--- src/rtl/cpu_pkg.sv ---
// Shared decode constants and the load/store sequencer state type.
// Imported by the LSU sequencer, its lane-alignment helper and the bench.
package cpu_pkg;

    localparam logic [3:0] INST_LOAD  = 4'b0001;
    localparam logic [3:0] INST_STORE = 4'b0010;

    localparam logic [2:0] F3_B  = 3'b000;
    localparam logic [2:0] F3_H  = 3'b001;
    localparam logic [2:0] F3_W  = 3'b010;
    localparam logic [2:0] F3_BU = 3'b100;
    localparam logic [2:0] F3_HU = 3'b101;

    typedef enum logic [1:0] {
        IDLE = 2'd0,
        REQ  = 2'd1,
        WAIT = 2'd2,
        DONE = 2'd3
    } lsu_state_t;

    function automatic logic is_mem_op(input logic [3:0] inst_type);
        return (inst_type == INST_LOAD) || (inst_type == INST_STORE);
    endfunction

endpackage

--- src/rtl/lsu_sequencer_if.sv ---
// Data-memory port between the LSU sequencer (master) and memory (slave):
// a valid/ready request channel and a single-cycle response pulse.
interface lsu_sequencer_if;

    logic        mem_req_valid;
    logic        mem_req_ready;
    logic        mem_we;
    logic [31:0] mem_addr;
    logic [31:0] mem_wdata;
    logic [3:0]  mem_be;
    logic        mem_rsp_valid;
    logic [31:0] mem_rsp_rdata;

    modport master (
        output mem_req_valid, mem_we, mem_addr, mem_wdata, mem_be,
        input  mem_req_ready, mem_rsp_valid, mem_rsp_rdata
    );

    modport slave (
        input  mem_req_valid, mem_we, mem_addr, mem_wdata, mem_be,
        output mem_req_ready, mem_rsp_valid, mem_rsp_rdata
    );

endinterface

--- src/rtl/lsu_align.sv ---
// Combinational lane logic: byte enables and replicated store data, load
// data shift/extension, and the illegal-width / misalignment fault flag.
module lsu_align
    import cpu_pkg::*;
(
    input  logic        i_is_load,
    input  logic [2:0]  i_func3,
    input  logic [1:0]  i_addr_lo,
    input  logic [31:0] i_store_data,
    input  logic [31:0] i_rdata,
    output logic [3:0]  o_be,
    output logic [31:0] o_wdata,
    output logic [31:0] o_load_ext,
    output logic        o_fault
);

    logic [31:0] w_shift;
    logic [3:0]  w_store_be;
    logic [31:0] w_wdata;
    logic [31:0] w_load_ext;
    logic        w_fault;

    assign w_shift = i_rdata >> {i_addr_lo, 3'b000};

    // Per-width lane selection; unsigned widths only exist for loads.
    always_comb begin
        w_store_be = 4'b0000;
        w_wdata    = 32'h0000_0000;
        w_load_ext = 32'h0000_0000;
        w_fault    = 1'b0;
        case (i_func3)
            F3_B: begin
                w_store_be = 4'b0001 << i_addr_lo;
                w_wdata    = {4{i_store_data[7:0]}};
                w_load_ext = {{24{w_shift[7]}}, w_shift[7:0]};
                w_fault    = 1'b0;
            end
            F3_H: begin
                w_store_be = 4'b0011 << i_addr_lo;
                w_wdata    = {2{i_store_data[15:0]}};
                w_load_ext = {{16{w_shift[15]}}, w_shift[15:0]};
                w_fault    = i_addr_lo[0];
            end
            F3_W: begin
                w_store_be = 4'b1111;
                w_wdata    = i_store_data;
                w_load_ext = w_shift;
                w_fault    = |i_addr_lo;
            end
            F3_BU: begin
                w_load_ext = {24'h00_0000, w_shift[7:0]};
                w_fault    = ~i_is_load;
            end
            F3_HU: begin
                w_load_ext = {16'h0000, w_shift[15:0]};
                w_fault    = ~i_is_load | i_addr_lo[0];
            end
            default: begin
                w_fault = 1'b1;
            end
        endcase
    end

    assign o_be       = i_is_load ? 4'b1111 : w_store_be;
    assign o_wdata    = w_wdata;
    assign o_load_ext = w_load_ext;
    assign o_fault    = w_fault;

endmodule

--- src/rtl/lsu_sequencer_chk.sv ---
// Protocol invariants of the LSU sequencer outputs, bound in by the top.
module lsu_sequencer_chk (
    input logic        i_clk,
    input logic        i_rst,
    input logic        i_req_valid,
    input logic        i_req_ready,
    input logic        i_we,
    input logic [31:0] i_addr,
    input logic [31:0] i_wdata,
    input logic [3:0]  i_be,
    input logic        i_done,
    input logic        i_wb_valid,
    input logic        i_mis,
    input logic        i_berr
);

    a_req_hold: assert property (@(posedge i_clk) disable iff (!i_rst)
        (i_req_valid && !i_req_ready) |=>
        (i_req_valid && $stable(i_addr) && $stable(i_wdata) && $stable(i_be) && $stable(i_we)))
        else $error("lsu: request changed before accept");

    a_flags_excl: assert property (@(posedge i_clk) disable iff (!i_rst)
        !(i_mis && i_berr))
        else $error("lsu: both fault flags set");

    a_wb_with_done: assert property (@(posedge i_clk) disable iff (!i_rst)
        (i_wb_valid || i_mis || i_berr) |-> i_done)
        else $error("lsu: completion flag without done");

endmodule

--- src/rtl/lsu_sequencer.sv ---
// Load/store sequencer: captures one decoded memory op, issues a single
// valid/ready request, waits (bounded) for the response and retires it.
module lsu_sequencer
    import cpu_pkg::*;
#(
    parameter int TIMEOUT_CYCLES = 255,
    parameter int CNT_W          = 10
) (
    input  logic              i_clk,
    input  logic              i_rst,
    input  logic              i_start,
    input  logic [3:0]        i_inst_type,
    input  logic [2:0]        i_func3,
    input  logic [4:0]        i_rd,
    input  logic [31:0]       i_addr,
    input  logic [31:0]       i_store_data,
    lsu_sequencer_if.master   mem,
    output logic              o_stall,
    output logic              o_done,
    output logic              o_wb_valid,
    output logic [4:0]        o_wb_rd,
    output logic [31:0]       o_wb_data,
    output logic              o_misaligned_fault,
    output logic              o_bus_error
);

    localparam logic [CNT_W-1:0] TO_LAST = CNT_W'(TIMEOUT_CYCLES - 1);

    lsu_state_t r_state, w_state_nxt;

    logic             r_is_load, w_is_load_nxt;
    logic [2:0]       r_func3, w_func3_nxt;
    logic [4:0]       r_rd, w_rd_nxt;
    logic [1:0]       r_addr_lo, w_addr_lo_nxt;
    logic [CNT_W-1:0] r_cnt, w_cnt_nxt;

    logic        r_req_valid, w_req_valid_nxt;
    logic        r_we, w_we_nxt;
    logic [31:0] r_mem_addr, w_mem_addr_nxt;
    logic [31:0] r_wdata, w_wdata_nxt;
    logic [3:0]  r_be, w_be_nxt;
    logic        r_done, w_done_nxt;
    logic        r_wb_valid, w_wb_valid_nxt;
    logic [4:0]  r_wb_rd, w_wb_rd_nxt;
    logic [31:0] r_wb_data, w_wb_data_nxt;
    logic        r_mis, w_mis_nxt;
    logic        r_berr, w_berr_nxt;
    logic        w_stall;

    logic        w_in_idle;
    logic        w_al_is_load;
    logic [2:0]  w_al_func3;
    logic [1:0]  w_al_addr_lo;
    logic [3:0]  w_al_be;
    logic [31:0] w_al_wdata;
    logic [31:0] w_al_load_ext;
    logic        w_al_fault;

    // In IDLE the lane logic sees the live decode; afterwards the captured op.
    assign w_in_idle    = (r_state == IDLE);
    assign w_al_is_load = w_in_idle ? (i_inst_type == INST_LOAD) : r_is_load;
    assign w_al_func3   = w_in_idle ? i_func3 : r_func3;
    assign w_al_addr_lo = w_in_idle ? i_addr[1:0] : r_addr_lo;

    lsu_align u_align (
        .i_is_load    (w_al_is_load),
        .i_func3      (w_al_func3),
        .i_addr_lo    (w_al_addr_lo),
        .i_store_data (i_store_data),
        .i_rdata      (mem.mem_rsp_rdata),
        .o_be         (w_al_be),
        .o_wdata      (w_al_wdata),
        .o_load_ext   (w_al_load_ext),
        .o_fault      (w_al_fault)
    );

    // Next-state, capture and registered-output computation.
    always_comb begin
        w_state_nxt     = r_state;
        w_is_load_nxt   = r_is_load;
        w_func3_nxt     = r_func3;
        w_rd_nxt        = r_rd;
        w_addr_lo_nxt   = r_addr_lo;
        w_cnt_nxt       = r_cnt;
        w_req_valid_nxt = r_req_valid;
        w_we_nxt        = r_we;
        w_mem_addr_nxt  = r_mem_addr;
        w_wdata_nxt     = r_wdata;
        w_be_nxt        = r_be;
        w_done_nxt      = 1'b0;
        w_wb_valid_nxt  = 1'b0;
        w_wb_rd_nxt     = r_wb_rd;
        w_wb_data_nxt   = r_wb_data;
        w_mis_nxt       = 1'b0;
        w_berr_nxt      = 1'b0;
        w_stall         = 1'b0;
        case (r_state)
            IDLE: begin
                if (i_start && is_mem_op(i_inst_type)) begin
                    w_stall       = 1'b1;
                    w_is_load_nxt = (i_inst_type == INST_LOAD);
                    w_func3_nxt   = i_func3;
                    w_rd_nxt      = i_rd;
                    w_addr_lo_nxt = i_addr[1:0];
                    if (w_al_fault) begin
                        w_state_nxt = DONE;
                        w_done_nxt  = 1'b1;
                        w_mis_nxt   = 1'b1;
                    end else begin
                        w_state_nxt     = REQ;
                        w_req_valid_nxt = 1'b1;
                        w_we_nxt        = (i_inst_type == INST_STORE);
                        w_mem_addr_nxt  = {i_addr[31:2], 2'b00};
                        w_wdata_nxt     = w_al_wdata;
                        w_be_nxt        = w_al_be;
                    end
                end else begin
                    w_state_nxt = IDLE;
                end
            end
            REQ: begin
                w_stall = 1'b1;
                if (mem.mem_req_ready) begin
                    w_state_nxt     = WAIT;
                    w_req_valid_nxt = 1'b0;
                    w_cnt_nxt       = {CNT_W{1'b0}};
                end else begin
                    w_state_nxt = REQ;
                end
            end
            WAIT: begin
                w_stall = 1'b1;
                if (mem.mem_rsp_valid) begin
                    w_state_nxt = DONE;
                    w_done_nxt  = 1'b1;
                    if (r_is_load && (r_rd != 5'd0)) begin
                        w_wb_valid_nxt = 1'b1;
                        w_wb_rd_nxt    = r_rd;
                        w_wb_data_nxt  = w_al_load_ext;
                    end else begin
                        w_wb_valid_nxt = 1'b0;
                    end
                end else if (r_cnt == TO_LAST) begin
                    w_state_nxt = DONE;
                    w_done_nxt  = 1'b1;
                    w_berr_nxt  = 1'b1;
                end else begin
                    w_cnt_nxt = r_cnt + CNT_W'(1);
                end
            end
            DONE: begin
                w_state_nxt = IDLE;
            end
            default: begin
                w_state_nxt = IDLE;
            end
        endcase
    end

    // State and output registers with synchronous active-low reset.
    always_ff @(posedge i_clk) begin
        if (!i_rst) begin
            r_state     <= IDLE;
            r_is_load   <= 1'b0;
            r_func3     <= 3'b000;
            r_rd        <= 5'd0;
            r_addr_lo   <= 2'b00;
            r_cnt       <= {CNT_W{1'b0}};
            r_req_valid <= 1'b0;
            r_we        <= 1'b0;
            r_mem_addr  <= 32'h0000_0000;
            r_wdata     <= 32'h0000_0000;
            r_be        <= 4'b0000;
            r_done      <= 1'b0;
            r_wb_valid  <= 1'b0;
            r_wb_rd     <= 5'd0;
            r_wb_data   <= 32'h0000_0000;
            r_mis       <= 1'b0;
            r_berr      <= 1'b0;
        end else begin
            r_state     <= w_state_nxt;
            r_is_load   <= w_is_load_nxt;
            r_func3     <= w_func3_nxt;
            r_rd        <= w_rd_nxt;
            r_addr_lo   <= w_addr_lo_nxt;
            r_cnt       <= w_cnt_nxt;
            r_req_valid <= w_req_valid_nxt;
            r_we        <= w_we_nxt;
            r_mem_addr  <= w_mem_addr_nxt;
            r_wdata     <= w_wdata_nxt;
            r_be        <= w_be_nxt;
            r_done      <= w_done_nxt;
            r_wb_valid  <= w_wb_valid_nxt;
            r_wb_rd     <= w_wb_rd_nxt;
            r_wb_data   <= w_wb_data_nxt;
            r_mis       <= w_mis_nxt;
            r_berr      <= w_berr_nxt;
        end
    end

    assign mem.mem_req_valid  = r_req_valid;
    assign mem.mem_we         = r_we;
    assign mem.mem_addr       = r_mem_addr;
    assign mem.mem_wdata      = r_wdata;
    assign mem.mem_be         = r_be;
    assign o_stall            = w_stall;
    assign o_done             = r_done;
    assign o_wb_valid         = r_wb_valid;
    assign o_wb_rd            = r_wb_rd;
    assign o_wb_data          = r_wb_data;
    assign o_misaligned_fault = r_mis;
    assign o_bus_error        = r_berr;

    lsu_sequencer_chk u_chk (
        .i_clk       (i_clk),
        .i_rst       (i_rst),
        .i_req_valid (r_req_valid),
        .i_req_ready (mem.mem_req_ready),
        .i_we        (r_we),
        .i_addr      (r_mem_addr),
        .i_wdata     (r_wdata),
        .i_be        (r_be),
        .i_done      (r_done),
        .i_wb_valid  (r_wb_valid),
        .i_mis       (r_mis),
        .i_berr      (r_berr)
    );

endmodule

--- src/flat_wrapper.sv ---
// flat-port wrapper written by rule: the top's interface ports become plain ports
module lsu_sequencer_flat import cpu_pkg::*;
#(
    parameter int TIMEOUT_CYCLES = 255,
    parameter int CNT_W          = 10
)
  (i_clk, i_rst, i_start, i_inst_type, i_func3, i_rd, i_addr, i_store_data, o_stall, o_done, o_wb_valid, o_wb_rd, o_wb_data, o_misaligned_fault, o_bus_error, mem_mem_req_valid, mem_mem_we, mem_mem_addr, mem_mem_wdata, mem_mem_be, mem_mem_req_ready, mem_mem_rsp_valid, mem_mem_rsp_rdata);
  lsu_sequencer_if mem_i ();
  input  logic i_clk;
  input  logic i_rst;
  input  logic i_start;
  input  logic [3:0] i_inst_type;
  input  logic [2:0] i_func3;
  input  logic [4:0] i_rd;
  input  logic [31:0] i_addr;
  input  logic [31:0] i_store_data;
  output logic o_stall;
  output logic o_done;
  output logic o_wb_valid;
  output logic [4:0] o_wb_rd;
  output logic [31:0] o_wb_data;
  output logic o_misaligned_fault;
  output logic o_bus_error;
  output wire logic [$bits(mem_i.mem_req_valid)-1:0] mem_mem_req_valid;
  output wire logic [$bits(mem_i.mem_we)-1:0] mem_mem_we;
  output wire logic [$bits(mem_i.mem_addr)-1:0] mem_mem_addr;
  output wire logic [$bits(mem_i.mem_wdata)-1:0] mem_mem_wdata;
  output wire logic [$bits(mem_i.mem_be)-1:0] mem_mem_be;
  input wire logic [$bits(mem_i.mem_req_ready)-1:0] mem_mem_req_ready;
  input wire logic [$bits(mem_i.mem_rsp_valid)-1:0] mem_mem_rsp_valid;
  input wire logic [$bits(mem_i.mem_rsp_rdata)-1:0] mem_mem_rsp_rdata;
  assign mem_mem_req_valid = mem_i.mem_req_valid;
  assign mem_mem_we = mem_i.mem_we;
  assign mem_mem_addr = mem_i.mem_addr;
  assign mem_mem_wdata = mem_i.mem_wdata;
  assign mem_mem_be = mem_i.mem_be;
  assign mem_i.mem_req_ready = mem_mem_req_ready;
  assign mem_i.mem_rsp_valid = mem_mem_rsp_valid;
  assign mem_i.mem_rsp_rdata = mem_mem_rsp_rdata;
  lsu_sequencer #(.TIMEOUT_CYCLES(TIMEOUT_CYCLES), .CNT_W(CNT_W)) u_core (.i_clk(i_clk), .i_rst(i_rst), .i_start(i_start), .i_inst_type(i_inst_type), .i_func3(i_func3), .i_rd(i_rd), .i_addr(i_addr), .i_store_data(i_store_data), .mem(mem_i), .o_stall(o_stall), .o_done(o_done), .o_wb_valid(o_wb_valid), .o_wb_rd(o_wb_rd), .o_wb_data(o_wb_data), .o_misaligned_fault(o_misaligned_fault), .o_bus_error(o_bus_error));
endmodule
--- config.mk ---
export PLATFORM = sky130hd
export DESIGN_NAME = lsu_sequencer_flat
export DESIGN_NICKNAME = d
export VERILOG_FILES = /design/src/rtl/cpu_pkg.sv /design/src/rtl/lsu_sequencer_if.sv /design/src/rtl/lsu_align.sv /design/src/rtl/lsu_sequencer_chk.sv /design/src/rtl/lsu_sequencer.sv /design/src/flat_wrapper.sv
export SDC_FILE = /design/constraint.sdc
export NUM_CORES = 1
export LEC_CHECK = 0
export CORE_UTILIZATION = 30
export CTS_CLUSTER_SIZE = 16
export DETAILED_ROUTE_END_ITERATION = 8
export PLACE_DENSITY = 0.57
export SYNTH_ARGS = -nofsm -noshare
export SYNTH_HDL_FRONTEND = slang
export SYNTH_HIERARCHICAL = 1
export SYNTH_SLANG_ARGS = --single-unit
--- constraint.sdc ---
create_clock -name i_clk -period 3.4 [get_ports i_clk]
set_input_delay 0.85 -clock i_clk [delete_from_list [all_inputs] [get_ports i_clk]]
set_output_delay 0.85 -clock i_clk [all_outputs]
set_load 0.02 [all_outputs]
* Word level (Yosys, flattened, before mapping) *
Index checks and enable logic that the tools add are counted.
W data, S select, Z words.

operators by class
  div/mod/pow operators = 0
  bitwise gates (word level) = 5
  add/subtract/negate cells = 1
  shift-type cells = 3
  $lt $le $gt $ge = 0
  multiplexer cells = 30
  equal/unequal tests = 16
  multiply operators = 0
  reductions and logical operators = 18

operators by type and width
  operator                 number
  $pmux W32 S5             1
  $pmux W32 S3             1
  $shr A32 B5 Y32          1
  $mux W10                 3
  $pmux W10 S2             1
  $mux W2                  6
  $pmux W4 S3              1
  $add A10 B1 Y10 const B  1
  $eq A10 B8 Y1 const B    1
  $mux W1                  10
  $ne A2 B2 Y1 const B     5
  $reduce_and A3 Y1        3
  $pmux W2 S4              1
  $reduce_and A4 Y1        2
  $eq A3 B3 Y1 const B     2
  $pmux W1 S2              3
  $pmux W1 S5              1
  $reduce_bool A5 Y1       1
  $eq A2 B2 Y1 const B     2
  $eq A4 B1 Y1 const B     1
  $eq A4 B2 Y1 const B     1
  $mux W4                  1
  $not A1 Y1               4
  $reduce_and A2 Y1        2
  15 further kinds         18

storage, ports and cells
  bits in writable memories = 0
  logic and storage cells = 90
  input port bits = 113
  bits in latches = 0
  memories kept = 0
  memory bits (read-only) = 0
  bits in registers = 132

* Longest topological paths before layout *
  word-level depth = 8
  gate-level depth with buffers = 14
  depth with buffers taken out = 9

* Cells and area by module *
Netlist, hierarchy kept.

modules (own cells, without submodules)
  module         area an instance (um^2)  instances  cells each  sequential area each (um^2)
  lsu_sequencer  5236.3                   1          619         2642.5
  lsu_align      1435.1                   1          229         0.0

* Worst setup path before layout *
OpenSTA, ideal clock, no wires.

  kind = input port to output port
  start point = input port i_inst_type[1]
  end point = output port o_stall
  arrival time = 1.998 ns
  stages = 4
  path slack = 0.552 ns
  buffers on the path = 1
  required time = 2.550 ns
  path through = xor2_1 nand3_1 buf_2 a21oi_1

between the ends
  cells in the longest elaborated chain, start to end = 5

ends and longest elaborated chain
  what                                                 line                 RTL
  start, declared                                      flat_wrapper.sv:12   input logic [3:0] i_inst_type;
  $eq A4 B1 Y1 / $eq A4 B2 Y1 (equally long branches)  cpu_pkg.sv:22        return (inst_type == INST_LOAD) || (inst_type == INST_STORE);
  $logic_or A1 B1 Y1 *                                 cpu_pkg.sv:22
  $logic_and A1 B1 Y1 *                                lsu_sequencer.sv:99  if (i_start && is_mem_op(i_inst_type)) begin
  $mux W1 *                                            lsu_sequencer.sv:99
  $pmux W1 S2 *                                        lsu_sequencer.sv:97  case (r_state)
  end, declared                                        flat_wrapper.sv:17   output logic o_stall;

Mark *: on every way between the ends. The rest lies on a longest branch, timed or not.

* Final worst setup path *
  start point = input port i_inst_type[1]
  end point = register u_core.r_wdata[11], in the netlist u_core/mem.mem_wdata[11]

between the ends
  cells in the longest elaborated chain, start to end = 7

ends and longest elaborated chain
  what                                  line                              RTL
  $eq A4 B1 Y1 *                        lsu_sequencer.sv:61               assign w_al_is_load = w_in_idle ? (i_inst_type == INST_LOAD) : r_is_load;
  $mux W1 *                             lsu_sequencer.sv:61
  net u_core.w_al_is_load               lsu_sequencer.sv:51               logic w_al_is_load;
  $not A1 Y1 *                          lsu_align.sv:52, lsu_align.sv:56
  $or A1 B1 Y1                          lsu_align.sv:56                   w_fault = ~i_is_load | i_addr_lo[0];
  $pmux W1 S5 *                         lsu_align.sv:31                   case (i_func3)
  net u_core.w_al_fault                 lsu_sequencer.sv:57               logic w_al_fault;
  $not A1 Y1 (no source line) *         --
  $reduce_and A3 Y1 (no source line) *  --
  end signal, assigned                  lsu_sequencer.sv:190              r_wdata <= w_wdata_nxt;
  end, declared                         lsu_sequencer.sv:40               logic [31:0] r_wdata, w_wdata_nxt;

Mark *: on every way through the listed nets, which the timed path passes. The rest lies on a longest branch.
A chain may end at the register's enable or synchronous reset.

==> out/metrics.csv <==
metric,value,unit
status,finished clean,
antenna-violating nets left,0,
hold_buf cts,0,
Startpoint Class,input pin,
DRC viols,0,
largest net degree at the start of global routing,96,
final WL,20900,um
sequential area share after synthesis,39.6,%
Inserted Diodes,0,
final setup vio count,0,
share of cells above drive strength 1,12.0,%
worst-path cell chain,"clkdlybuf4s50_1, nor4b_1, buf_4, mux2_2, inv_1, a21oi_1, a22oi_1, and4b_2, buf_12, nand2_1, a21oi_1",
Inserted Clock Buffers,17,
power per standard cell area,558,nW/um^2
"Max FO, Critical Path",47,
Sink Count,132,
DR iter-0 viols,322,
CP endpoint kind,flop,
dominant cells by area after synthesis,"dfxtp_1 40%, nand2_1 12%, a21oi_1 8.5%",
Critical Path Most Common Cell,a21oi_1,
"CTS clk-pin slew, worst paths",60,ps
initial core utilization,30.6,%
core area,21800,sq um
DPL Wire Length,14500,um
I/O Buffers,222,
Synth Flop Type,dfxtp_1,
drt via density,4.77,
Slew Limit Fails,0,
required time worst endpoint,3750,ps
Seq cells post-synth,132,
row cnt,54,
Leakage Power,3.48,nW
worst hold slack,451,ps
Synth async-reset ratio,0,%
actual slew at the worst max-slew pin,884,ps
later-pin clock latency in the skew report,420,ps
worst hold path class,flop to flop,
CTS tree,yes,
Max Cap Viol,0,
number of antenna violations at the first check in global routing,0,
reg2reg end,u_core/o_wb_data[21],
RSZ-0062 raised after global routing,no,
die span in x,151,um
Crit path largest cell delay,500,ps
final setup TNS,0,ps
crit path buf inv count,4,
routability cong.,0.794,
TritonRoute pass-1 iters,5,
via count,6420,
number of gates resized after CTS,0,
Synth Instances,848,
"delay-heaviest family, CP",simple AND/OR/NAND/NOR gates,
syn_area_per_cell,7.87,sq um
Syn Std Cell Area,6670,sq um
io pins,225,
Die Y,151,um
first-pass GRT wire length,31800,um
hold path cells,2,
via count of the first global-routing pass,5742,
root buf cell,clkbuf_16,
# Post-CTS Setup Buffers,0,
Final nets,1172,
"Hold Violations, Final",0,
worst r2r src,u_core/r_state[0],
Max VDD drop,253,uV
highest clock rate,333,MHz
slowest CP cell,nor4b_1,
PnR worst setup slack,398,ps
Layout area overhead,46.5,%
dpl ws,-50.9,ps
Clock Tree Buf Depth,2,
full die area,22800,sq um
max_slew headroom,40.9,%
GRT overflow,0,
H-tree lvl count,4,
"EDFF count, synth",0,
crit path DAT,3350,ps
Tmin final,3000,ps
post-synth top area cell,dfxtp_1,
hold endpoint,u_core/mem.mem_addr[5],
critical path class,input pin to flop,
Final period util,88.3,%
Hold Crit Start,u_core/mem.mem_addr[5],
flop-to-flop setup slack,440,ps
post-DR wirelength/cell,15.6,um
post-synth top area share,39.6,%
yosys warns,6,
clk_skew,8.93,ps
library cells used by synthesis,64,
All-Layer GR Usage,18.2,%
Reg2Reg Depth,8,
-- worst max-delay path by stage --
stage	startpoint	end	slack, ps	cells past startpoint
final	i_inst_type[1]	u_core/mem.mem_wdata[11]	400	11
after global routing	u_core/r_state[0]	u_core/o_wb_data[22]	180	8
after CTS	i_inst_type[1]	o_stall	30	5
after detailed placement	i_inst_type[1]	u_core/mem.mem_wdata[11]	-50	11
after global placement	i_inst_type[1]	u_core/mem.mem_wdata[27]	6	11
after floorplan	i_inst_type[1]	o_stall	550	4
-- synthesized netlist by cell type, types with 3 or more instances --
| cell | instances |
|---|---|
| nand2_1 | 216 |
| dfxtp_1 | 132 |
| a21oi_1 | 113 |
| nor2_1 | 55 |
| mux2i_1 | 29 |
| nand2_2 | 28 |
| clkbuf_1 | 26 |
| a21oi_2 | 20 |
| o21ai_0 | 20 |
| buf_2 | 19 |
| nor2b_1 | 18 |
| a2bb2oi_1 | 16 |
| a211oi_1 | 14 |
| nand3_1 | 11 |
| and2_1 | 9 |
| nor3_1 | 9 |
| buf_4 | 8 |
| buf_6 | 8 |
| inv_1 | 8 |
| ha_1 | 7 |
| mux2_2 | 7 |
| o2bb2ai_1 | 7 |
| a22oi_1 | 4 |
| o21ai_2 | 4 |
| and3_1 | 3 |
| nand2b_1 | 3 |
| nand4b_1 | 3 |
| o21ai_1 | 3 |
-- flip-flops by register name (all words and copies together) (netlist names), 3 cells and up --
register and count:
u_core/o_wb_data 32, u_core/r_cnt 10, u_core/r_rd 5, u_core/mem.mem_addr 30, u_core/o_wb_rd 5, u_core/r_func3 3, u_core/mem.mem_wdata 32, u_core/mem.mem_be 4
-- layout make-up --
type                            count  area, sq um
Inverter                            8         32.5
Clock buffer                       21          480
Multi-Input combinational cell    644         3620
Clock inverter                     11          173
Sequential cell                   132         2640
Tap cell                          280          350
Timing Repair Buffer              249         2480
Fill cell                        2230        12000
-- layout by cell type (no fill, tap or decap), drive strengths merged, types with 3 or more instances in the layout --
cell type and n:
a2bb2oi 16, bufinv 4, nor3 10, nand2 244, nand3 11, nand4b 3, or4 3, nor2 55
clkdlybuf4s50 221, mux2 8, clkinvlp 4, a211oi 14, ha 7, a22oi 4, o2bb2ai 7, mux2i 30
dfxtp 132, and3 3, nand2b 4, buf 27, and2 9, o21ai 27, a21oi 133, clkbuf 21
inv 9, nor2b 19
-- where the power goes --
part	leakage, nW	total, mW	internal, mW	switching (mW)
clock network	0.308	2.03	1.31	0.725
registers	1.06	1.62	1.59	0.0304
logic	2.10	1.80	0.769	1.03
total	3.48	5.45	3.67	1.78
-- per-stage QoR --
step	power, mW	std cells	utilization, %	instance area (sq um)
2_1_floorplan	2.91	849	-	6680
3_3_place_gp	3.46	1313	41.8	9120
3_5_place_dp	3.45	1313	41.8	9120
4_1_cts	5.52	1345	44.8	9770
5_1_grt	5.78	1345	44.8	9780
6_report	5.45	1345	44.8	9780
-- routing by layer --
layer,vias up,track usage (%),share of wire (%)
met2,172,28.3,47
li1,3299,-,-
met4,0,6.30,1.5
met3,20,4.40,5.9
met1,2929,24.3,46
met5,-,0,0
-- kinds of logic after synthesis --
| kind of cell | share of synthesized area (%) |
|---|---|
| AOI/OAI and AO/OA | 21.7 |
| xor gates and xnor gates | 0.263 |
| adders and majority gates | 1.31 |
| buffers and inverters | 6.30 |
| DFF | 39.6 |
| muxes | 5.96 |
| other | 0.0562 |
| and+or+nand+nor | 24.8 |
-- worst min-delay path, stage by stage (launching register included) --
cell	delay, ps
dfxtp_1	300
nand2_1	50
a21oi_1	50
Power figures use the tool's default switching activity.
